File: src/rtl/cnn16_mem_pkg.sv
// Shared types and defaults for the CNN16 memory arbiter.
package cnn16_mem_pkg;

  localparam int DEF_ADDR_W  = 12;
  localparam int DEF_DATA_W  = 16;
  localparam int DEF_TIMEOUT = 255;
  localparam int CNT_W       = 16;

  typedef enum logic {
    IDLE = 1'b0,
    BUSY = 1'b1
  } state_e;

  // Encoding matches the bit position in the picker's request vector.
  typedef enum logic {
    OWN_CPU = 1'b0,
    OWN_DMA = 1'b1
  } owner_e;

endpackage

File: src/rtl/cnn16_mem_arbiter_if.sv
// Memory-side bus of the CNN16 arbiter: master = arbiter, slave = memory.
interface cnn16_mem_arbiter_if
  import cnn16_mem_pkg::*;
#(
  parameter int ADDR_W = DEF_ADDR_W,
  parameter int DATA_W = DEF_DATA_W
);
  logic              mem_req;
  logic              mem_we;
  logic [ADDR_W-1:0] mem_addr;
  logic [DATA_W-1:0] mem_wdata;
  logic [DATA_W-1:0] mem_rdata;
  logic              mem_ready;

  modport master (
    output mem_req, mem_we, mem_addr, mem_wdata,
    input  mem_rdata, mem_ready
  );

  modport slave (
    input  mem_req, mem_we, mem_addr, mem_wdata,
    output mem_rdata, mem_ready
  );
endinterface

File: src/rtl/cnn16_rr_pick.sv
// Two-way combinational picker; round-robin on a tie, or fixed CPU priority
// when CNN16_ARB_CPU_PRIORITY_EN is defined.
module cnn16_rr_pick
  import cnn16_mem_pkg::*;
(
  input  logic [1:0] req,        // [0] = CPU, [1] = DMA
  input  owner_e     last_owner,
  output owner_e     owner,
  output logic       valid
);

  always_comb begin
    valid = |req;
    owner = OWN_CPU;
`ifdef CNN16_ARB_CPU_PRIORITY_EN
    if (!req[0] && req[1]) begin
      owner = OWN_DMA;
    end
`else
    case (req)
      2'b10: owner = OWN_DMA;
      2'b11: begin
        if (last_owner == OWN_CPU) begin
          owner = OWN_DMA;
        end else begin
          owner = OWN_CPU;
        end
      end
      default: owner = OWN_CPU;
    endcase
`endif
  end

endmodule

File: src/rtl/cnn16_mem_arbiter.sv
// CPU/DMA arbiter for the single-port CNN16 memory with latched requests and
// a mem_ready watchdog. Define CNN16_ARB_CPU_PRIORITY_EN for fixed CPU priority.
module cnn16_mem_arbiter
  import cnn16_mem_pkg::*;
#(
  parameter int ADDR_W  = DEF_ADDR_W,
  parameter int DATA_W  = DEF_DATA_W,
  parameter int TIMEOUT = DEF_TIMEOUT
) (
  input  logic              clk,
  input  logic              rst,
  input  logic              cpu_req,
  input  logic              cpu_we,
  input  logic [ADDR_W-1:0] cpu_addr,
  input  logic [DATA_W-1:0] cpu_wdata,
  output logic              cpu_gnt,
  output logic              cpu_done,
  input  logic              dma_req,
  input  logic              dma_we,
  input  logic [ADDR_W-1:0] dma_addr,
  input  logic [DATA_W-1:0] dma_wdata,
  output logic              dma_gnt,
  output logic              dma_done,
  output logic [DATA_W-1:0] rdata,
  output logic              timeout_err,
  cnn16_mem_arbiter_if.master mem
);

  localparam logic [CNT_W-1:0] CNT_MAX = CNT_W'(TIMEOUT - 1);

  state_e            state_reg, state_next;
  owner_e            owner_reg, owner_next;
  logic [CNT_W-1:0]  cnt_reg, cnt_next;
  logic              mem_we_reg, mem_we_next;
  logic [ADDR_W-1:0] mem_addr_reg, mem_addr_next;
  logic [DATA_W-1:0] mem_wdata_reg, mem_wdata_next;
  logic [DATA_W-1:0] rdata_reg, rdata_next;
  logic              done_reg, done_next;
  logic              tout_reg, tout_next;

  owner_e pick_owner;
  logic   pick_valid;

  cnn16_rr_pick u_pick (
    .req        ({dma_req, cpu_req}),
    .last_owner (owner_reg),
    .owner      (pick_owner),
    .valid      (pick_valid)
  );

  always_ff @(posedge clk or posedge rst) begin
    if (rst) begin
      state_reg     <= IDLE;
      owner_reg     <= OWN_DMA;
      cnt_reg       <= '0;
      mem_we_reg    <= 1'b0;
      mem_addr_reg  <= '0;
      mem_wdata_reg <= '0;
      rdata_reg     <= '0;
      done_reg      <= 1'b0;
      tout_reg      <= 1'b0;
    end else begin
      state_reg     <= state_next;
      owner_reg     <= owner_next;
      cnt_reg       <= cnt_next;
      mem_we_reg    <= mem_we_next;
      mem_addr_reg  <= mem_addr_next;
      mem_wdata_reg <= mem_wdata_next;
      rdata_reg     <= rdata_next;
      done_reg      <= done_next;
      tout_reg      <= tout_next;
    end
  end

  always_comb begin
    state_next     = state_reg;
    owner_next     = owner_reg;
    cnt_next       = cnt_reg;
    mem_we_next    = mem_we_reg;
    mem_addr_next  = mem_addr_reg;
    mem_wdata_next = mem_wdata_reg;
    rdata_next     = rdata_reg;
    done_next      = 1'b0;
    tout_next      = 1'b0;
    cpu_gnt        = 1'b0;
    dma_gnt        = 1'b0;

    case (state_reg)
      IDLE: begin
        // The done cycle is never a grant cycle, so gnt/done cannot overlap.
        if (pick_valid && !done_reg && !rst) begin
          owner_next = pick_owner;
          cnt_next   = '0;
          state_next = BUSY;
          if (pick_owner == OWN_DMA) begin
            dma_gnt        = 1'b1;
            mem_we_next    = dma_we;
            mem_addr_next  = dma_addr;
            mem_wdata_next = dma_wdata;
          end else begin
            cpu_gnt        = 1'b1;
            mem_we_next    = cpu_we;
            mem_addr_next  = cpu_addr;
            mem_wdata_next = cpu_wdata;
          end
        end
      end
      BUSY: begin
        if (mem.mem_ready) begin
          if (!mem_we_reg) begin
            rdata_next = mem.mem_rdata;
          end
          done_next  = 1'b1;
          state_next = IDLE;
        end else if (cnt_reg == CNT_MAX) begin
          rdata_next = '0;
          done_next  = 1'b1;
          tout_next  = 1'b1;
          state_next = IDLE;
        end else begin
          cnt_next = cnt_reg + 1'b1;
        end
      end
      default: state_next = IDLE;
    endcase
  end

  assign cpu_done      = done_reg && (owner_reg == OWN_CPU);
  assign dma_done      = done_reg && (owner_reg == OWN_DMA);
  assign timeout_err   = tout_reg;
  assign rdata         = rdata_reg;
  assign mem.mem_req   = (state_reg == BUSY);
  assign mem.mem_we    = mem_we_reg;
  assign mem.mem_addr  = mem_addr_reg;
  assign mem.mem_wdata = mem_wdata_reg;

endmodule

File: src/flat_wrapper.sv
// flat-port wrapper written by rule: the top's interface ports become plain ports
module cnn16_mem_arbiter_flat import cnn16_mem_pkg::*;
#(
  parameter int ADDR_W  = DEF_ADDR_W,
  parameter int DATA_W  = DEF_DATA_W,
  parameter int TIMEOUT = DEF_TIMEOUT
)
  (clk, rst, cpu_req, cpu_we, cpu_addr, cpu_wdata, cpu_gnt, cpu_done, dma_req, dma_we, dma_addr, dma_wdata, dma_gnt, dma_done, rdata, timeout_err, mem_mem_req, mem_mem_we, mem_mem_addr, mem_mem_wdata, mem_mem_rdata, mem_mem_ready);
  cnn16_mem_arbiter_if #(.ADDR_W(ADDR_W), .DATA_W(DATA_W)) mem_i ();
  input  logic clk;
  input  logic rst;
  input  logic cpu_req;
  input  logic cpu_we;
  input  logic [ADDR_W-1:0] cpu_addr;
  input  logic [DATA_W-1:0] cpu_wdata;
  output logic cpu_gnt;
  output logic cpu_done;
  input  logic dma_req;
  input  logic dma_we;
  input  logic [ADDR_W-1:0] dma_addr;
  input  logic [DATA_W-1:0] dma_wdata;
  output logic dma_gnt;
  output logic dma_done;
  output logic [DATA_W-1:0] rdata;
  output logic timeout_err;
  output wire logic [$bits(mem_i.mem_req)-1:0] mem_mem_req;
  output wire logic [$bits(mem_i.mem_we)-1:0] mem_mem_we;
  output wire logic [$bits(mem_i.mem_addr)-1:0] mem_mem_addr;
  output wire logic [$bits(mem_i.mem_wdata)-1:0] mem_mem_wdata;
  input wire logic [$bits(mem_i.mem_rdata)-1:0] mem_mem_rdata;
  input wire logic [$bits(mem_i.mem_ready)-1:0] mem_mem_ready;
  assign mem_mem_req = mem_i.mem_req;
  assign mem_mem_we = mem_i.mem_we;
  assign mem_mem_addr = mem_i.mem_addr;
  assign mem_mem_wdata = mem_i.mem_wdata;
  assign mem_i.mem_rdata = mem_mem_rdata;
  assign mem_i.mem_ready = mem_mem_ready;
  cnn16_mem_arbiter #(.ADDR_W(ADDR_W), .DATA_W(DATA_W), .TIMEOUT(TIMEOUT)) u_core (.clk(clk), .rst(rst), .cpu_req(cpu_req), .cpu_we(cpu_we), .cpu_addr(cpu_addr), .cpu_wdata(cpu_wdata), .cpu_gnt(cpu_gnt), .cpu_done(cpu_done), .dma_req(dma_req), .dma_we(dma_we), .dma_addr(dma_addr), .dma_wdata(dma_wdata), .dma_gnt(dma_gnt), .dma_done(dma_done), .rdata(rdata), .timeout_err(timeout_err), .mem(mem_i));
endmodule
File: config.mk
export PLATFORM = sky130hd
export DESIGN_NAME = cnn16_mem_arbiter_flat
export DESIGN_NICKNAME = d
export VERILOG_FILES = /design/src/rtl/cnn16_mem_pkg.sv /design/src/rtl/cnn16_mem_arbiter_if.sv /design/src/rtl/cnn16_rr_pick.sv /design/src/rtl/cnn16_mem_arbiter.sv /design/src/flat_wrapper.sv
export SDC_FILE = /design/constraint.sdc
export NUM_CORES = 1
export LEC_CHECK = 0
export CAP_MARGIN = 10
export CORE_UTILIZATION = 46
export CTS_BUF_LIST = sky130_fd_sc_hd__clkbuf_16
export CTS_CLUSTER_SIZE = 24
export DETAILED_ROUTE_END_ITERATION = 8
export PLACE_DENSITY = 0.95
export SETUP_SLACK_MARGIN = 0.5
export SLEW_MARGIN = 20
export SYNTH_ARGS = -nofsm -noshare
export SYNTH_HDL_FRONTEND = slang
export SYNTH_SLANG_ARGS = --single-unit
File: constraint.sdc
create_clock -name clk -period 4.75 [get_ports clk]
set_input_delay 0.95 -clock clk [delete_from_list [all_inputs] [get_ports clk]]
set_output_delay 0.95 -clock clk [all_outputs]
set_load 0.05 [all_outputs]
==> Word level (Yosys, flattened, before mapping) <==
Index checks and enable logic that the tools add are counted.
W data, S select, Z words.
{ "totals": {"regBits": 65, "input_bits": 79, "word_cells": 57} }
{ "op_classes": {"addsub": 1, "eq_ne": 7, "n_mux": 27, "n_bitwise": 2, "n_reduce_logical": 11} }
{ "op_table": {"columns": ["cell", "count"], "rows": [
  ["$mux W16", 7],
  ["$pmux W16 S2", 1],
  ["$add A16 B1 Y16 const B", 1],
  ["$eq A16 B8 Y1 const B", 1],
  ["$mux W1", 16],
  ["$mux W12", 1],
  ["$ne A2 B2 Y1 const B", 3],
  ["$reduce_and A3 Y1", 2],
  ["$eq A2 B2 Y1 const B", 2],
  ["$logic_and A1 B1 Y1", 4],
  ["$pmux W1 S2", 2],
  ["$logic_not A1 Y1", 2],
  ["$ne A2 B1 Y1 const B", 1],
  ["$not A1 Y1", 2],
  ["$reduce_and A2 Y1", 1],
  ["$reduce_bool A2 Y1", 1],
  ["$reduce_or A2 Y1", 1]
]} }

==> Depth between registers and ports, before layout <==
{ "depth": {"word_depth": 5, "mapped_depth": 8} }

==> By module <==
From an unflattened synthesis, not the netlist that was laid out.
{ "hier_totals": {"cells_unflattened": 287, "area_unflattened_um2": 3052.9} }
{ "by_module_without_submodules": {"columns": ["mod", "n_inst", "cells_each", "area_each_um2"], "rows": [
  ["cnn16_mem_arbiter", 1, 285, 3039.2],
  ["cnn16_rr_pick", 1, 2, 13.8]
]} }

==> Worst setup path before layout <==
No wires, ideal clock.
{ "synth_path": {"kind": "input-to-output", "start": "in rst", "end": "out cpu_gnt", "arrival_time_ns": 2.474, "t_required_ns": 3.800, "slack_ns": 1.326, "path_stages": 4, "path_cell_list": "or4_1 clkbuf_1 clkbuf_1 nor2_1"} }
{ "synth_via": {"elab_chain_cells": 4} }
{ "synth_lines": {"columns": ["element", "line_no", "text"], "rows": [
  ["start, declared", "flat_wrapper.sv:11", "input logic rst;"],
  ["$logic_not A1 Y1 (no source line)", null, null],
  ["$logic_and A1 B1 Y1", "cnn16_mem_arbiter.sv:91", "if (pick_valid && !done_reg && !rst) begin"],
  ["$mux W1", "cnn16_mem_arbiter.sv:91", null],
  ["$mux W1", "cnn16_mem_arbiter.sv:88", "case (state_reg)"],
  ["end, declared", "flat_wrapper.sv:16", "output logic cpu_gnt;"]
]} }
No other way between the ends.

==> Worst setup path in the final report <==
{ "layout_path": {"start": "in cpu_req", "end": "out dma_gnt"} }
{ "layout_via": {"elab_chain_cells": 5, "word_cells_on_any_way": 9, "classes_between": "eq/ne: 2; mux: 4; reduce/logical: 3"} }
{ "layout_lines": {"columns": ["element", "line_no", "text"], "rows": [
  ["start, declared", "flat_wrapper.sv:12", "input logic cpu_req;"],
  ["$eq A2 B2 Y1 or $reduce_or A2 Y1 (tied branches)", "cnn16_rr_pick.sv:20, cnn16_rr_pick.sv:13", null],
  ["$pmux W1 S2 or $logic_and A1 B1 Y1 (tied branches)", "cnn16_rr_pick.sv:20, cnn16_mem_arbiter.sv:91", null],
  ["$mux W1 or $logic_and A1 B1 Y1 (tied branches)", "cnn16_mem_arbiter.sv:95, cnn16_mem_arbiter.sv:91", null],
  ["$mux W1 (*)", "cnn16_mem_arbiter.sv:91", null],
  ["$mux W1 (*)", "cnn16_mem_arbiter.sv:88", null],
  ["end, declared", "flat_wrapper.sv:22", "output logic dma_gnt;"]
]} }
Every way passes the cells marked *; elsewhere a longest branch is shown, timed or not.

==> summary.md <==
| Metric | Value |
|---|---|
| GP Congestion | `0.8948` |
| Max frequency | `0.2480 GHz` |
| Avg WL per Cell | `17.24 microns` |
| Die ar. | `6925 sq um` |
| Pleak | `2.032 nW` |
| Setup crit start kind | `input port` |
| Initial Util | `47.78%` |
| Via density | `5.718` |
| Final-stage net count | `499` |
| First-pass GRT wire length | `14,230 microns` |
| Layout Cells excl Fill | `500` |
| Yosys top cell area share | `52.78%` |
| Clock Pin Slew Worst Setup and Hold Paths | `0.05 ns` |
| EDFF count, synth | `0` |
| Number of I/O port buffers | `129` |
| Placed cell areas | `4373 sq um` |
| Max-cap violations | `0` |
| Yosys warnings | `0` |
| Post-route cell area | `4652 sq um` |
| Commonest non-fill, non-tap cell in the layout | `clkdlybuf4s50_1` |
| Met2 wire length | `4462 microns` |
| Grt total ovfl | `0` |
| Place WS | `0.7145 ns` |
| Rows | `29` |
| N_diodes | `0` |
| Met3 WL | `635 microns` |
| Crit end category | `primary output` |
| Via count | `2,859` |
| Total track usage | `26.19%` |
| Largest net degree at the start of global routing | `63` |
| CP Data Required Time | `3.80 ns` |
| Syn Nets | `373` |
| Reg2reg end | `u_core.rdata[12]` |
| Fin worst setup slack | `0.7174 ns` |
| Gate Count Post-Synth | `292` |
| Clock Latency Late Sink | `0.33 ns` |
| Area of the mapped netlist | `3034 sq um` |
| DRT met1 WL | `3242 microns` |
| Netlist cell types | `41` |
| Fraction of registers with async set or reset after synthesis | `100.0%` |
| # resized after CTS | `0` |
| Max Fanout on Critical Path | `3` |
| DRT Pass-1 Iters | `5` |
| Reg2reg start | `u_core.cnt_reg[0]` |
| Ports | `130` |
| Post-CTS Hold Buffers | `0` |
| Htree depth | `3` |
| Initial antenna violation count | `0` |
| Yosys top cell by area | `dfrtp_1` |
| Die W | `83.22 microns` |
| Highest Signal Layer | `met4` |
| Critical path arrival | `3.08 ns` |
| Register-to-register setup slack | `2.11 ns` |
| Commonest cells after routing, fill and taps aside | `128 x clkdlybuf4s50_1, 64 x dfrtp_1, 43 x nand2_1` |
| Synth area leaders | `dfrtp_1 53%, mux2i_1 9.9%, o21ai_0 6.4%, nand2_1 5.3%, a22o_1 4.6%` |
| Vias in the first global route | `2,906` |
| Top_reg_cell synth | `dfrtp_1` |
| DRC | `0` |
| Final wirelength | `8621 microns` |
| PD cells | `564.2 nW/um^2` |
| Final max-slew violation count | `0` |
| Cell depth of the worst flop-to-flop path | `7` |
| Syn_area_per_cell | `10.39 sq um` |
| Sequential-to-total area share from yosys stat | `53.65%` |
| Post-route setup TNS | `0 ns` |
| # setup viols final | `0` |
| Max-slew headroom | `36.65%` |
| Area Overhead vs Synth | `53.32%` |
| Share of cells above drive strength 1 | `6.383%` |
| Number of synthesized register bits | `65` |
| Final hold violation count | `0` |
| Core box area | `6350 sq um` |
| Dpl cells | `483` |
| Clock buffer depth | `2` |
| DR iter-0 viols | `274` |
| RSZ-0062 raised after global routing | `no` |
| Hpwl dp | `5995 microns` |
| TritonCTS clock tree | `built` |
| Hold Path Class | `register to register` |
| Status | `finished, final reports clean` |
| Total power | `2.625 mW` |
| VDD IR max | `0.4412 mV` |
| Minimum period implied by the final worst setup slack | `4.033 ns` |
| Final ANT Viol Nets | `0` |
| Skew final | `0.005578 ns` |
| CP Class | `input port to primary output` |
| Hold_sp | `u_core.mem.mem_addr[3]` |
| Hold Crit Depth | `2` |
| Tcrit/Tclk final | `84.90%` |
| CTS Sinks | `65` |
| Die Y | `83.22 microns` |
| CTS root buffer | `clkbuf_16` |
| Total CTS buffers | `9` |
| Number of buffers added for setup after CTS | `0` |
| Least-Margin Pin Slew | `0.9467 ns` |
| Hold Path End | `u_core.mem.mem_addr[3]` |
## kinds of logic after synthesis
group	Yosys count	synth area share [%]
flops	65	53.65
buf+inv	23	3.257
compound gates	86	18.52
fa+ha+maj	2	0.8246
mux	30	9.897
simple gates	86	13.86
## metrics by stage
step / util, % / hold WS [ns]
finish: 73.26 / 0.4797
global route: 73.26 / 0.5111
global placement: 68.87 / 0.4601
detailed placement: 68.87 / 0.4715
floorplan: - / 0.4739
CTS: 73.14 / 0.4878
## critical path, cell delays in order
cell	delay, ns
clkdlybuf4s50_1	0.54
nor2_1	0.08
nor4_1	0.46
and2_1	0.25
clkdlybuf4s50_1	0.81
## where the power goes
| group | switching (mW) | internal (mW) |
|---|---|---|
| Sequential | 0.127 | 0.714 |
| Combinational | 0.768 | 0.420 |
| Clock | 0.245 | 0.351 |
## worst max-delay path by stage
stage                  from      end  slack (ns)  cells after the start
floorplan               rst  cpu_gnt        1.33                      4
global placement    cpu_req  dma_gnt        0.77                      5
detailed placement  cpu_req  dma_gnt        0.71                      5
CTS                 cpu_req  dma_gnt        0.70                      5
global route        cpu_req  dma_gnt        0.59                      5
finish              cpu_req  dma_gnt        0.72                      5
## layer usage
layer	up-vias	GRT usage, %
met5	-	0
met4	0	13.64
met3	28	6.561
met2	153	44.63
met1	1354	30.43
li1	1324	-
## cells in the mapped netlist, types with 2 or more instances
master and number:
inv_1 4, nor2b_1 2, ha_1 2, nand4_1 6
nand2b_1 4, clkbuf_1 12, a41oi_1 3, mux2i_1 30
a21oi_1 6, nor4_1 5, nand3_1 5, buf_1 3
nor3_1 2, or3_1 3, a211o_1 2, a22o_1 16
a31oi_1 12, o21ai_0 39, and2_1 3, dfrtp_1 64
nor2_1 7, nand2_1 43
## area by class of cell
class	count	area, sq um
clock inverter	7	46.29
timing repair buffer	133	1319
multi-input combinational	204	1319
tap	77	96.34
fill	447	1698
sequential	65	1628
clock buffer	9	225.2
inverter	5	18.77
(Power assumes the default switching activity.)
